<file path="config.mk">
export PLATFORM = sky130hd
export DESIGN_NAME = debug_frame_responder_flat
export DESIGN_NICKNAME = d
export VERILOG_FILES = /design/src/rtl/debug_frame_responder_if.sv /design/src/rtl/debug_frame_responder.sv /design/src/flat_wrapper.sv
export SDC_FILE = /design/constraint.sdc
export NUM_CORES = 1
export LEC_CHECK = 0
export CORE_MARGIN = 5
export CORE_UTILIZATION = 45
export DETAILED_ROUTE_END_ITERATION = 6
export HOLD_SLACK_MARGIN = 0.02
export PLACE_DENSITY_LB_ADDON = 0.15
export SETUP_SLACK_MARGIN = 0.4
export SLEW_MARGIN = 20
export SYNTH_ARGS = -nofsm -noshare
export SYNTH_HDL_FRONTEND = slang
export SYNTH_SLANG_ARGS = --single-unit
</file>
<file path="constraint.sdc">
create_clock -name i_clock -period 4 [get_ports i_clock]
set_input_delay 1 -clock i_clock [delete_from_list [all_inputs] [get_ports i_clock]]
set_output_delay 1 -clock i_clock [all_outputs]
set_load 0.05 [all_outputs]
</file>
<file path="src/rtl/debug_frame_responder_if.sv">
// Frame link bundle: MicroBlaze command/return frames plus the pipeline run-control
// and debug-source select/data lines seen by the responder.
interface debug_frame_responder_if #(
   parameter int NB_CONTROL_FRAME = 32,
   parameter int NB_SRC           = 96
);
   logic [NB_CONTROL_FRAME-1:0] i_frame_from_blaze;
   logic                        i_halt;
   logic [NB_SRC-1:0]           i_src_data;
   logic [NB_CONTROL_FRAME-1:0] o_frame_to_blaze;
   logic                        o_run_enable;
   logic                        o_soft_reset;
   logic [8:0]                  o_src_type;
   logic [15:0]                 o_src_addr;

   modport master (
      output i_frame_from_blaze, i_halt, i_src_data,
      input  o_frame_to_blaze, o_run_enable, o_soft_reset, o_src_type, o_src_addr
   );
   modport slave (
      input  i_frame_from_blaze, i_halt, i_src_data,
      output o_frame_to_blaze, o_run_enable, o_soft_reset, o_src_type, o_src_addr
   );
endinterface

</file>
<file path="src/rtl/debug_frame_responder.sv">
// MIPS-side control-frame responder: run control from MicroBlaze commands and a
// snapshot-based multi-word debug readout on the return frame.
module debug_frame_responder #(
   parameter int NB_CONTROL_FRAME = 32,
   parameter int NB_SRC           = 96
) (
   input  logic                    i_clock,
   input  logic                    i_reset,
   debug_frame_responder_if.slave  bus
);
   localparam logic [5:0] C_START     = 6'b000001;
   localparam logic [5:0] C_RESET     = 6'b000010;
   localparam logic [5:0] C_REQ_DATA  = 6'b000011;
   localparam logic [5:0] C_MODE_GET  = 6'b001000;
   localparam logic [5:0] C_MODE_CONT = 6'b001001;
   localparam logic [5:0] C_MODE_STEP = 6'b001010;
   localparam logic [5:0] C_STEP      = 6'b100000;
   localparam logic [5:0] C_GOT_DATA  = 6'b100100;
   localparam logic [5:0] C_GIB_DATA  = 6'b100101;

   localparam int SHADOW_W = 4 * NB_CONTROL_FRAME;

   typedef struct packed {
      logic [5:0]  code;
      logic        valid;
      logic [8:0]  addr_type;
      logic [15:0] address;
   } cmd_frame_t;

   typedef enum logic [1:0] {ST_IDLE, ST_SEL, ST_SEND} state_t;
   typedef logic [3:0][NB_CONTROL_FRAME-1:0] shadow_t;

   function automatic logic [1:0] type_words(input logic [8:0] t);
      case (t)
         9'b000000001, 9'b000000010, 9'b000000100,
         9'b000000101, 9'b000001000:               type_words = 2'd1;
         9'b000001001, 9'b000010001, 9'b000100000,
         9'b000100001, 9'b001000000, 9'b001000001: type_words = 2'd2;
         9'b000010000:                             type_words = 2'd3;
         default:                                  type_words = 2'd0;
      endcase
   endfunction

   function automatic logic [NB_CONTROL_FRAME-1:0] status_word(
      input logic err, input logic done, input logic mode_step, input logic running);
      status_word = {8'hA5, 19'b0, err, done, mode_step, running, 1'b0};
   endfunction

   cmd_frame_t cmd;
   logic [SHADOW_W-1:0] src_ext;
   logic accept;
   logic [1:0] req_words, cur_words;

   state_t  state_q, state_n;
   logic    running_q, running_n;
   logic    mode_step_q, mode_step_n;
   logic    err_q, err_n, done_q, done_n;
   logic    prev_valid_q;
   logic    step_pulse_q, step_pulse_n;
   logic    soft_reset_q, soft_reset_n;
   logic [1:0] idx_q, idx_n;
   shadow_t shadow_q, shadow_n;
   logic [8:0]  src_type_q, src_type_n;
   logic [15:0] src_addr_q, src_addr_n;
   logic [NB_CONTROL_FRAME-1:0] frame_q, frame_n;

   assign cmd       = cmd_frame_t'(bus.i_frame_from_blaze[31:0]);
   assign src_ext   = SHADOW_W'(bus.i_src_data);
   assign accept    = cmd.valid & ~prev_valid_q;
   assign req_words = type_words(cmd.addr_type);
   assign cur_words = type_words(src_type_q);

   always_comb begin
      state_n      = state_q;
      running_n    = running_q;
      mode_step_n  = mode_step_q;
      err_n        = err_q;
      done_n       = done_q;
      idx_n        = idx_q;
      shadow_n     = shadow_q;
      src_type_n   = src_type_q;
      src_addr_n   = src_addr_q;
      step_pulse_n = 1'b0;
      soft_reset_n = 1'b0;

      // SEL exists only so the mux output settles for one cycle before the snapshot
      if (state_q == ST_SEL) begin
         shadow_n = src_ext;
         idx_n    = 2'd0;
         state_n  = ST_SEND;
      end

      if (accept) begin
         case (cmd.code)
            C_START:     running_n = 1'b1;
            C_RESET: begin
               soft_reset_n = 1'b1;
               running_n    = 1'b0;
               mode_step_n  = 1'b0;
               state_n      = ST_IDLE;
               err_n        = 1'b0;
               done_n       = 1'b0;
            end
            C_MODE_CONT: mode_step_n = 1'b0;
            C_MODE_STEP: mode_step_n = 1'b1;
            C_STEP:      step_pulse_n = running_q & mode_step_q;
            C_MODE_GET:  ;
            C_REQ_DATA: begin
               if (state_q != ST_IDLE) begin
                  err_n = 1'b1;
               end else if (req_words == 2'd0) begin
                  err_n  = 1'b1;
                  done_n = 1'b0;
               end else begin
                  src_type_n = cmd.addr_type;
                  src_addr_n = cmd.address;
                  err_n      = 1'b0;
                  done_n     = 1'b0;
                  state_n    = ST_SEL;
               end
            end
            C_GOT_DATA: begin
               if (state_q == ST_IDLE) begin
                  err_n = 1'b1;
               end else if (state_q == ST_SEND) begin
                  if (idx_q == cur_words - 2'd1) begin
                     done_n  = 1'b1;
                     state_n = ST_IDLE;
                  end else begin
                     idx_n = idx_q + 2'd1;
                  end
               end
            end
            C_GIB_DATA: begin
               if (state_q == ST_IDLE) begin
                  err_n = 1'b1;
               end else if (state_q == ST_SEND) begin
                  if (cmd.address < {14'b0, cur_words}) idx_n = cmd.address[1:0];
                  else                                   err_n = 1'b1;
               end
            end
            default: ;
         endcase
      end

      if (bus.i_halt) running_n = 1'b0;

      frame_n = (state_n == ST_SEND) ? shadow_n[idx_n]
                                     : status_word(err_n, done_n, mode_step_n, running_n);
   end

   always_ff @(posedge i_clock) begin
      if (i_reset) begin
         state_q      <= ST_IDLE;
         running_q    <= 1'b0;
         mode_step_q  <= 1'b0;
         err_q        <= 1'b0;
         done_q       <= 1'b0;
         prev_valid_q <= 1'b1;
         step_pulse_q <= 1'b0;
         soft_reset_q <= 1'b0;
         idx_q        <= 2'd0;
         shadow_q     <= '0;
         src_type_q   <= '0;
         src_addr_q   <= '0;
         frame_q      <= 32'hA500_0000;
      end else begin
         state_q      <= state_n;
         running_q    <= running_n;
         mode_step_q  <= mode_step_n;
         err_q        <= err_n;
         done_q       <= done_n;
         prev_valid_q <= cmd.valid;
         step_pulse_q <= step_pulse_n;
         soft_reset_q <= soft_reset_n;
         idx_q        <= idx_n;
         shadow_q     <= shadow_n;
         src_type_q   <= src_type_n;
         src_addr_q   <= src_addr_n;
         frame_q      <= frame_n;
      end
   end

   assign bus.o_frame_to_blaze = frame_q;
   assign bus.o_run_enable     = (running_q & ~mode_step_q) | step_pulse_q;
   assign bus.o_soft_reset     = soft_reset_q;
   assign bus.o_src_type       = src_type_q;
   assign bus.o_src_addr       = src_addr_q;
endmodule

</file>
<file path="src/flat_wrapper.sv">
// flat-port wrapper written by rule: the top's interface ports become plain ports
module debug_frame_responder_flat 
#(
   parameter int NB_CONTROL_FRAME = 32,
   parameter int NB_SRC           = 96
)
  (i_clock, i_reset, bus_i_frame_from_blaze, bus_i_halt, bus_i_src_data, bus_o_frame_to_blaze, bus_o_run_enable, bus_o_soft_reset, bus_o_src_type, bus_o_src_addr);
  debug_frame_responder_if #(.NB_CONTROL_FRAME(NB_CONTROL_FRAME), .NB_SRC(NB_SRC)) bus_i ();
  input  logic i_clock;
  input  logic i_reset;
  input wire logic [$bits(bus_i.i_frame_from_blaze)-1:0] bus_i_frame_from_blaze;
  input wire logic [$bits(bus_i.i_halt)-1:0] bus_i_halt;
  input wire logic [$bits(bus_i.i_src_data)-1:0] bus_i_src_data;
  output wire logic [$bits(bus_i.o_frame_to_blaze)-1:0] bus_o_frame_to_blaze;
  output wire logic [$bits(bus_i.o_run_enable)-1:0] bus_o_run_enable;
  output wire logic [$bits(bus_i.o_soft_reset)-1:0] bus_o_soft_reset;
  output wire logic [$bits(bus_i.o_src_type)-1:0] bus_o_src_type;
  output wire logic [$bits(bus_i.o_src_addr)-1:0] bus_o_src_addr;
  assign bus_i.i_frame_from_blaze = bus_i_frame_from_blaze;
  assign bus_i.i_halt = bus_i_halt;
  assign bus_i.i_src_data = bus_i_src_data;
  assign bus_o_frame_to_blaze = bus_i.o_frame_to_blaze;
  assign bus_o_run_enable = bus_i.o_run_enable;
  assign bus_o_soft_reset = bus_i.o_soft_reset;
  assign bus_o_src_type = bus_i.o_src_type;
  assign bus_o_src_addr = bus_i.o_src_addr;
  debug_frame_responder #(.NB_CONTROL_FRAME(NB_CONTROL_FRAME), .NB_SRC(NB_SRC)) u_core (.i_clock(i_clock), .i_reset(i_reset), .bus(bus_i));
endmodule
</file>
# Word level (Yosys, flattened, before mapping)

Index checks and enable logic that the tools add are counted.

Output and inout port bits: 59
Flip-flop bits (word level): 196

Bitwise gates (word level): 11
$add $sub $neg: 2
$lt $le $gt $ge: 2
Multiplexer cells: 43
Reductions and logical operators: 12
Equality and inequality tests: 36

Operator list:

| kind               | number |
|---|---|
| $mux 128           | 1 |
| $bmux 32 s2        | 1 |
| $eq 9x3->1 const B | 4 |
| $eq 9x4->1 const B | 4 |
| $eq 9x5->1 const B | 4 |
| $eq 9x6->1 const B | 4 |
| $eq 9x7->1 const B | 4 |
| $mux 32            | 1 |
| $mux 2             | 15 |
| $eq 6x6->1 const B | 3 |
| $eq 9x1->1 const B | 2 |
| $eq 9x2->1 const B | 2 |
| $pmux 2 s3         | 3 |
| $lt 16x2->1        | 1 |
| $mux 1             | 16 |
| $eq 6x2->1 const B | 2 |
| $eq 6x4->1 const B | 2 |
| $reduce_or 6->1    | 2 |
| $reduce_or 5->1    | 2 |
| $not 1->1          | 7 |
| $eq 6x1->1 const B | 1 |
| $reduce_or 2->1    | 3 |
| $mux 5             | 1 |
| $eq 2x2->1 const B | 2 |
| other kinds (15)   | 19 |

# Longest topological paths before layout

Gate-level depths: netlist of the first run.

Word-level depth: 13
Depth in mapped cells: 15
Gate-level depth less buffers: 13

# Least setup slack after synthesis of the first run

OpenSTA, ideal clock, no wires.

Path type: reg2reg
From: register u_core.src_type_q[4], in the netlist u_core.bus.o_src_type[4]
To: register u_core.frame_q[24], in the netlist u_core.bus.o_frame_to_blaze[24]
Path slack: 0.295 ns
Stages on the path, launching flop included: 13
Data arrival time: 3.584 ns
Period minus slack after synthesis: 3.705 ns
Cells stage by stage: dfxtp_1 -> or4b_1 -> o31a_1 -> a21o_1 -> ha_1 -> nor4_1 -> nand4_1 -> o311a_1 -> and3_1 -> nor3_4 -> buf_6 -> mux2_2 -> o311a_1

Cells in the longest elaborated chain, start to end: 13
Elaborated cells on any way between the ends: 36
Classes of those cells: add/sub (1); order compare (1); eq/ne (14); mux (16); bitwise (1); reduce/logical (3)

RTL lines:

| what                                                                 | line                         | RTL |
|---|---|---|
| start, declared                                                      | debug_frame_responder.sv:63  | `logic [8:0] src_type_q, src_type_n;` |
| start signal, assigned                                               | debug_frame_responder.sv:178 | `src_type_q <= src_type_n;` |
| $eq 9x4->1 (tied with other cells)                                   | debug_frame_responder.sv:34  | `case (t)` |
| $reduce_or 6->1 or $reduce_or 5->1 (tied branches)                   | debug_frame_responder.sv:34  |  |
| $pmux 2 s3 (*)                                                       | debug_frame_responder.sv:34  |  |
| parallel branches: the longest is 10 deep, another holds $lt 16x2->1 | --                           |  |
| end signal, assigned                                                 | debug_frame_responder.sv:180 | `frame_q <= frame_n;` |
| end, declared                                                        | debug_frame_responder.sv:65  | `logic [NB_CONTROL_FRAME-1:0] frame_q, frame_n;` |

Every way passes the cells marked *. The select of a mux whose other input is x is not followed.
A chain may end at the register's enable or synchronous reset.

# Worst setup path in the final report of the first run

From: register u_core.src_type_q[5], in the netlist u_core.bus.o_src_type[5]
To: register u_core.frame_q[13], in the netlist u_core.bus.o_frame_to_blaze[13]

Same word-level chain as after synthesis.

==> flow_summary.json, run 1 <==
{
  "fin_util_pct": 63.5,
  "route.vias.total": 6957,
  "outcome": "completed",
  "syn_inst": 930,
  "track_usage_pct": 20.5,
  "num-nets-final": 1246,
  "first_global_vias": 6796,
  "die_y_um": 144,
  "pre_cts_slack_ps": 4.98,
  "fin_tns_setup_ps": 0,
  "grt_max_degree": 68,
  "cp_num_buf_inv": 4,
  "seqCellArea_sq_um": 3940,
  "hold_viol": 0,
  "ys_seq_area_share_pct": 48.9,
  "drc_errors": 0,
  "routedWlPerCell_um": 15.9,
  "drtIter0Drc": 485,
  "die_w_um": 144,
  "final_layout_size_suffix_gt1_share_pct": 9.58,
  "synth_edf_count": 0,
  "area_growth_pct": 37.6,
  "clock_skew_ps": 12.0,
  "gp_congestion": 0.851,
  "hold_depth": 2,
  "cp_max_fo": 8,
  "start_util_pct": 46.1,
  "setup_viol": 0,
  "antenna_found_initial": 3,
  "vdd_drop_max_mv": 0.316,
  "maxSlewViolCount": 0,
  "path_common_cell": "buf_4",
  "rsz0062_at_grt": "yes",
  "cts_sinks": 196,
  "cts_tree": "built",
  "rr_worst_depth": 17,
  "p_leak_nw": 4.68,
  "via_per_inst": 5.15,
  "final_cell_mix": "nand2_1 (235), dfxtp_1 (192), clkdlybuf4s50_1 (188)",
  "htreeDepth": 4,
  "crit_path_end_kind": "flop",
  "hold_path.class": "flop to flop",
  "detailed_place_hpwl_um": 14300,
  "rows": 48,
  "cts_buffers": 17,
  "clockBufferDepth": 2,
  "core-area_sq_um": 17400,
  "syn_area_sq_um": 8030,
  "multi_input_area_sq_um": 3890,
  "period_share_pct": 91.3,
  "setup_slack_ps": 350,
  "period_minus_slack_ps": 3650,
  "avgSynthCellArea_sq_um": 8.63,
  "die_area_sq_um": 20600,
  "drv_cap": 0,
  "synth_seq_cells": 196,
  "power.density_nw_per_um2": 345,
  "antenna_left": 0,
  "layout_commonest_cell": "nand2_1",
  "io_pins": 190,
  "numPortBuffers": 189,
  "synthArstFlopShare_pct": 0,
  "n_antenna_cell": 0,
  "worstMarginPinSlew_ps": 689,
  "critPathTopFamily": "simple AND/OR/NAND/NOR gates",
  "max_stage_delay_ps": 530,
  "path_class": "flop to flop",
  "path_clk_slew_ps": 70,
  "cp_data_required_time_ps": 4330,
  "clock_tree.root_cell": "clkbuf_16",
  "synthesis.nets": 1062,
  "routed_wl_um": 21500,
  "yosysUniqueCellTypes": 54,
  "grt_pass1_wl_um": 33900,
  "overflow": 0,
  "first_pass_iters": 5,
  "fillers": 1527,
  "slowest_stage": "or4b_4",
  "cp.arrival_ps": 3980,
  "synth_ff_type": "dfxtp_1",
  "worst_setup_path_start_kind": "flop",
  "yosysWarnings": 0,
  "clkLatencyLatePin_ps": 430,
  "path_depth": 17,
  "relSlewSlack_pct": 54.1,
  "fmax_ghz": 0.274,
  "path_cells": "or4b_4, o31a_1, a21o_1, ha_2, nor4_2, nand4_1, buf_4, o32ai_2, nand3_1, a21boi_2, nor3_4, buf_12, buf_16, buf_4, mux2i_1, nand2_1, a22o_1"
}
-- logic make-up (layout without fill, tap and decap cells) --
logic type | count (synthesis) | after routing | share of synthesized area (%)
AND/OR/NAND/NOR | 365 | 365 | 20.1
AO/OA/AOI/OAI | 204 | 204 | 15.4
flip-flops | 196 | 196 | 48.9
multiplexers | 91 | 91 | 11.4
buffers and inverters | 71 | 268 | 3.91
XOR/XNOR | 2 | 2 | 0.218
adder cells (fa/ha/maj) | 1 | 1 | 0.156
-- through the flow --
stage | hold WS, ps | total power [mW] | std cells | cell area [sq um]
3_3_place_gp | 441 | 2.19 | 1305 | 10200
2_1_floorplan | 426 | 2.04 | 930 | 8030
3_5_place_dp | 443 | 2.19 | 1305 | 10200
6_report | 456 | 3.82 | 1352 | 11100
4_1_cts | 457 | 3.85 | 1344 | 10900
5_1_grt | 473 | 3.95 | 1352 | 11100
-- registers in the layout (all words and copies together), names as in the netlist, 2 cells and up --
| signal | count |
|---|---|
| u_core.bus.o_frame_to_blaze | 32 |
| u_core.bus.o_src_addr | 16 |
| u_core.bus.o_src_type | 9 |
| u_core.idx_q | 2 |
| u_core.shadow_q | 128 |
| u_core.state_q | 2 |
-- layer usage --
layer / vias to the layer above / GRT usage, % / wire (um)
li1: 3561 / - / -
met1: 3178 / 27.4 / 10100
met2: 186 / 33.5 / 9880
met3: 26 / 4.79 / 1270
met4: 6 / 5.75 / 268
met5: - / 0 / 47
-- cell usage after synthesis, drive strengths merged, types with 4 or more instances --
master	count	area [sq um]
nor2b	4	25.0
nand2	235	882
a21oi	108	541
dfxtp	196	3920
nor2	41	154
or3	4	25.0
clkbuf	52	195
mux2	5	56.3
a31oi	6	37.5
a22o	25	219
a21o	4	30.0
or2	4	25.0
and2	33	206
nor3	11	66.3
o21ai	34	170
o31a	4	35.0
mux2i	86	861
buf	16	108
o21bai	4	30.0
nand3	7	35.0
o311a	5	50.1
nor4	7	43.8
-- final timing paths --
kind | from | end | slack [ps]
setup reg to reg | u_core.bus.o_src_type[5] | u_core.bus.o_frame_to_blaze[13] | 350
hold reg to reg | u_core.shadow_q[52] | u_core.shadow_q[52] | 460
hold / removal | u_core.shadow_q[52] | u_core.shadow_q[52] | 460
setup / recovery | u_core.bus.o_src_type[5] | u_core.bus.o_frame_to_blaze[13] | 350
-- worst min-delay path, cell delays in order, from the launching register on --
cell	delay, ps
dfxtp_1	310
nand2_1	50
a21oi_1	50
-- where the power goes --
part	switching, mW	internal [mW]
clock network	0.834	0.839
logic	0.0689	0.126
registers	0.000308	1.95
total	0.904	2.91
-- repair_timing --
action                                  in CTS  in global routing
hold buffers                                 0                  0
pin swaps                                    6                  8
setup buffers                                5                  7
endpoints found under the setup margin      32                 32
cloned                                       2                  1
resized for setup                            9                 23
endpoints found under the hold margin        0                  0
-- cell type report --
cell class                 instances  share of cell area (%)
clock buffer                      17                    3.85
clock inverter                    15                    1.43
inverter                           3                   0.102
multi-input combinational        663                    35.2
sequential                       196                    35.6
tap                              225                    2.55
timing repair buffer             233                    21.3
Note: power is estimated with default switching activity, not from simulation.
==> run 2: changes to the inputs <==
--- a/config.mk
+++ b/config.mk
@@ -11,6 +11,7 @@
 export HOLD_SLACK_MARGIN = 0.02
 export PLACE_DENSITY_LB_ADDON = 0.15
 export SETUP_SLACK_MARGIN = 0.4
+export SKIP_CTS_REPAIR_TIMING = 1
 export SLEW_MARGIN = 20
 export SYNTH_ARGS = -nofsm -noshare
 export SYNTH_HDL_FRONTEND = slang
==> flow_summary.json, run 2 (synthesized netlist as in run 1, its figures left out) <==
{
  "outcome": "completed",
  "numPortBuffers": 189,
  "track_usage_pct": 20.1,
  "fillers": 1521,
  "hold_viol": 0,
  "setup_slack_ps": 362,
  "antenna_found_initial": 3,
  "switching_share_pct": 23.7,
  "fin_tns_setup_ps": 0,
  "gp_congestion": 0.851,
  "startpoint": "u_core.bus.o_src_type[5]",
  "vdd_drop_max_mv": 0.324,
  "place_area_sq_um": 10200,
  "clkLatencyLatePin_ps": 430,
  "power_frac_clock_pct": 43.9,
  "p_leak_nw": 4.71,
  "relSlewSlack_pct": 54.2,
  "first_global_vias": 6714,
  "p_int_mw": 2.91,
  "drtIter0Drc": 450,
  "clock_skew_ps": 12.2,
  "seq_power_share_pct": 51.0,
  "cts_tree": "built",
  "period_minus_slack_ps": 3640,
  "cp_data_required_time_ps": 4320,
  "power_frac_comb_pct": 5.1,
  "drv_cap": 0,
  "period_share_pct": 91.0,
  "die_area_sq_um": 20600,
  "worstMarginPinSlew_ps": 687,
  "top_register": "u_core.shadow_q",
  "start_util_pct": 46.1,
  "hold_ws_ps": 456,
  "die_w_um": 144,
  "pre_cts_slack_ps": 4.98,
  "path_common_cell": "o31a_1",
  "largest_reg_flops": 128,
  "grt_pass1_wl_um": 33400,
  "via_per_inst": 5.15,
  "cp_num_buf_inv": 4,
  "rows": 48,
  "final_area_sq_um": 11100,
  "first_pass_iters": 7,
  "route.vias.total": 6972,
  "clock_tree.root_cell": "clkbuf_16",
  "final_cell_mix": "nand2_1 (235), dfxtp_1 (192), clkdlybuf4s50_1 (188)",
  "overflow": 0,
  "die_y_um": 144,
  "core-area_sq_um": 17400,
  "cts_sinks": 196,
  "path_clk_slew_ps": 80,
  "slowest_stage": "or4b_4",
  "cp.arrival_ps": 3960,
  "io_pins": 190,
  "grt_max_degree": 68,
  "hold_start": "u_core.shadow_q[28]",
  "clockBufferDepth": 2,
  "cp_max_fo": 6,
  "cts_buffers": 17,
  "path_cells": "or4b_4, o31a_1, a21o_1, ha_2, nor4_2, nand4_1, buf_4, o32ai_2, nand3_1, a21boi_2, nor3_4, buf_6, clkbuf_16, buf_8, mux2i_1, nor2_1, o31a_1",
  "area_growth_pct": 38.4,
  "detailed_place_hpwl_um": 14300,
  "num-nets-final": 1249,
  "power_mw": 3.82,
  "path_class": "flop to flop",
  "hold_path.class": "flop to flop",
  "max_stage_delay_ps": 550,
  "n_antenna_cell": 0,
  "routedWlPerCell_um": 15.9,
  "drc_errors": 0,
  "layout_commonest_cell": "nand2_1",
  "routed_wl_um": 21600,
  "crit_path_end_kind": "flop",
  "critPathTopFamily": "simple AND/OR/NAND/NOR gates",
  "final_layout_size_suffix_gt1_share_pct": 9.91,
  "power.density_nw_per_um2": 344,
  "rsz0062_at_grt": "yes",
  "timing.rr.start": "u_core.bus.o_src_type[5]",
  "fmax_ghz": 0.275,
  "maxSlewViolCount": 0,
  "htreeDepth": 4,
  "p_sw_mw": 0.906,
  "worst_setup_path_start_kind": "flop",
  "antenna_left": 0,
  "setup_viol": 0
}
==> run 2: cell types whose count changed in the layout (fill, tap and decap cells not counted) <==
cell,change
buf_4,-1
buf_16,-2
buf_8,+2
mux2_2,+2
nor4b_1,-1
clkbuf_16,+3
nor4b_2,+1
mux2_4,-2
buf_12,+1
==> run 2: final timing paths <==
check | slack, ps | depth (start not counted) | endpoint
worst max-delay path | 360 | 17 | u_core.bus.o_frame_to_blaze[4]
worst min-delay path | 460 | 2 | u_core.shadow_q[28]
worst max register to register | 360 | 17 | u_core.bus.o_frame_to_blaze[4]
worst min register to register | 460 | 2 | u_core.shadow_q[28]
==> run 2: per-layer routing <==
metal  vias up  global-route usage (%)  wire length, um  share of wire, %
met3        29                    4.76             1330               6.2
li1       3564                       -                -                 -
met4         6                    5.50              252               1.2
met5         -                       0               47              0.22
met2       196                    32.7             9910                46
met1      3177                    27.0            10000                47
==> run 2: power by group through the flow <==
stage | combinational (mW) | clock (mW) | sequential (mW)
6_report | 0.195 | 1.68 | 1.95
5_1_grt | 0.208 | 1.79 | 1.95
4_1_cts | 0.195 | 1.70 | 1.95
3_5_place_dp | 0.193 | 0 | 2.00
3_3_place_gp | 0.193 | 0 | 2.00
2_1_floorplan | 0.0390 | 0 | 2.00
==> run 2: through the flow <==
stage | util (%) | std cells
floorplan | - | 930
global placement | 58.5 | 1305
detailed placement | 58.5 | 1305
CTS | 61.9 | 1337
global route | 63.8 | 1355
finish | 63.8 | 1355
==> run 2: cell type report <==
| cell class | instances | area [sq um] | area share (%) |
|---|---|---|---|
| flip-flops and latches | 196 | 3940 | 35.4 |
| multi-input cells | 663 | 3880 | 35.0 |
| repair buffers | 236 | 2420 | 21.7 |
| clock buffers | 17 | 425 | 3.83 |
| well taps | 225 | 282 | 2.53 |
| clock inverters | 15 | 158 | 1.42 |
| inverters | 3 | 11.3 | 0.101 |
==> run 2: worst register-to-register path, stage by stage (launching register included) <==
cell and delay, ps:
dfxtp_4 360, or4b_4 550, o31a_1 150, a21o_1 190, ha_2 190, nor4_2 130
nand4_1 220, buf_4 220, o32ai_2 230, nand3_1 120, a21boi_2 210, nor3_4 80
buf_6 140, clkbuf_16 160, buf_8 130, mux2i_1 160, nor2_1 70, o31a_1 240
==> run 3: changes to the inputs <==
--- a/config.mk
+++ b/config.mk
@@ -6,13 +6,13 @@
 export NUM_CORES = 1
 export LEC_CHECK = 0
 export CORE_MARGIN = 5
-export CORE_UTILIZATION = 45
+export CORE_UTILIZATION = 33
+export CTS_BUF_LIST = sky130_fd_sc_hd__clkbuf_4
 export DETAILED_ROUTE_END_ITERATION = 6
 export HOLD_SLACK_MARGIN = 0.02
 export PLACE_DENSITY_LB_ADDON = 0.15
 export SETUP_SLACK_MARGIN = 0.4
 export SKIP_CTS_REPAIR_TIMING = 1
-export SLEW_MARGIN = 20
 export SYNTH_ARGS = -nofsm -noshare
 export SYNTH_HDL_FRONTEND = slang
 export SYNTH_SLANG_ARGS = --single-unit
==> flow_summary.json, run 3 (synthesized netlist as in run 1, its figures left out) <==
{
  "antenna_left": 0,
  "first_pass_iters": 4,
  "hold_viol": 0,
  "period_share_pct": 92.9,
  "antenna_found_initial": 1,
  "io_pins": 190,
  "worst_setup_path_start_kind": "flop",
  "route.vias.total": 6895,
  "clock_tree.root_cell": "clkbuf_4",
  "rows": 57,
  "final_cell_mix": "nand2_1 (235), dfxtp_1 (193), clkdlybuf4s50_1 (188)",
  "path_class": "flop to flop",
  "dp.cells": 1399,
  "power_frac_clock_pct": 34.5,
  "cp_max_fo": 5,
  "die_area_sq_um": 27600,
  "cts_buffers": 17,
  "start_util_pct": 33.3,
  "hold_path.class": "flop to flop",
  "grt_busiest_layer": "met2",
  "relSlewSlack_pct": 38.0,
  "core-area_sq_um": 24100,
  "power_frac_comb_pct": 6.0,
  "num-nets-final": 1241,
  "grtUsageMet3_pct": 3.67,
  "cts_sinks": 196,
  "switching_share_pct": 27.1,
  "power.density_nw_per_um2": 301,
  "drtIter0Drc": 424,
  "drv_cap": 0,
  "p_sw_mw": 0.892,
  "worstMarginPinSlew_ps": 930,
  "numPortBuffers": 189,
  "fin_util_pct": 45.4,
  "first_global_vias": 6726,
  "track_usage_pct": 15.7,
  "detailed_place_hpwl_um": 14500,
  "routedWlPerCell_um": 15.7,
  "htreeDepth": 4,
  "grt_use_met1_pct": 22.0,
  "gp_congestion": 0.789,
  "p_int_mw": 2.39,
  "setup_viol": 0,
  "outcome": "completed",
  "largest_reg_flops": 128,
  "path_clk_slew_ps": 180,
  "die_y_um": 166,
  "die_w_um": 166,
  "overflow": 0,
  "routed_wl_um": 22800,
  "grt_max_degree": 123,
  "via_per_inst": 4.77,
  "instances_no_fill": 1447,
  "final_layout_size_suffix_gt1_share_pct": 9.09,
  "maxSlewViolCount": 0,
  "clkLatencyLatePin_ps": 580,
  "p_leak_nw": 4.54,
  "rsz0062_at_grt": "yes",
  "layout_commonest_cell": "nand2_1",
  "seq_power_share_pct": 59.5,
  "cp.arrival_ps": 4190,
  "fmax_ghz": 0.269,
  "clock_skew_ps": 38.3,
  "crit_path_end_kind": "flop",
  "cts_tree": "built",
  "top_register": "u_core.shadow_q",
  "vdd_drop_max_mv": 0.166,
  "area_growth_pct": 36.1,
  "grt_pass1_wl_um": 35800,
  "grtUsageMet2_pct": 25.0,
  "clockBufferDepth": 2,
  "cp_data_required_time_ps": 4470,
  "period_minus_slack_ps": 3720,
  "drc_errors": 0
}
[run 3: cell count changes in the layout (fill, tap and decap cells not counted), moves of 8 or more]
cell	before	now
clkbuf_16	21	4
clkbuf_4	0	17
buf_4	32	24
inv_6	9	1
[run 3: stage by stage]
step                      TNS [ps]  power, mW  setup slack, ps  hold slack, ps  area [sq um]
after floorplan                  0       2.04              410             426          8030
after global placement        -385       2.19            -48.6             441         10300
after global routing             0       3.43              124             490         10900
after detailed placement     -1770       2.19             -127             444         10300
after CTS                        0       3.34             75.9             469         10700
final                            0       3.29              285             466         10900
[run 3: worst max-delay path, stage by stage, from the launching register on]
cell and delay, ps:
dfxtp_4 400, or4b_4 530, o31a_1 140, a21o_1 200, ha_2 180, nor4_2 270
nand4_1 200, buf_4 200, o32ai_2 190, nand3_1 130, a21boi_2 210, nor3_4 70
buf_12 160, clkbuf_16 160, mux2_2 270, o311a_1 280
[run 3: layout make-up]
cell class | instances | area (sq um)
Fill cell | 2454 | 13200
Sequential cell | 196 | 3930
Multi-Input combinational cell | 663 | 3870
Timing Repair Buffer | 228 | 2380
Tap cell | 324 | 405
Clock inverter | 15 | 196
Clock buffer | 17 | 128
Inverter | 3 | 11.3
Antenna cell | 1 | 2.50
[run 3: per-layer routing]
metal,wire [um],part of all wire (%),vias up
li1,-,-,3548
met5,0,0,-
met3,894,3.9,6
met4,136,0.60,0
met1,11400,50,3192
met2,10300,45,149
[run 3: power by group through the flow]
stage	Combinational (mW)	Clock, mW	Sequential (mW)
after floorplan	0.0390	0	2.00
after global placement	0.197	0	2.00
after detailed placement	0.196	0	2.00
after CTS	0.197	1.18	1.96
after global routing	0.210	1.27	1.96
final	0.196	1.13	1.95
[run 3: worst paths after layout]
kind / startpoint / end / cells past startpoint / slack [ps]
worst max-delay path: u_core.bus.o_src_type[5] / u_core.bus.o_frame_to_blaze[31] / 15 / 280
worst min-delay path: u_core.shadow_q[26] / u_core.shadow_q[26] / 2 / 470
worst max register to register: u_core.bus.o_src_type[5] / u_core.bus.o_frame_to_blaze[31] / 15 / 280
worst min register to register: u_core.shadow_q[26] / u_core.shadow_q[26] / 2 / 470
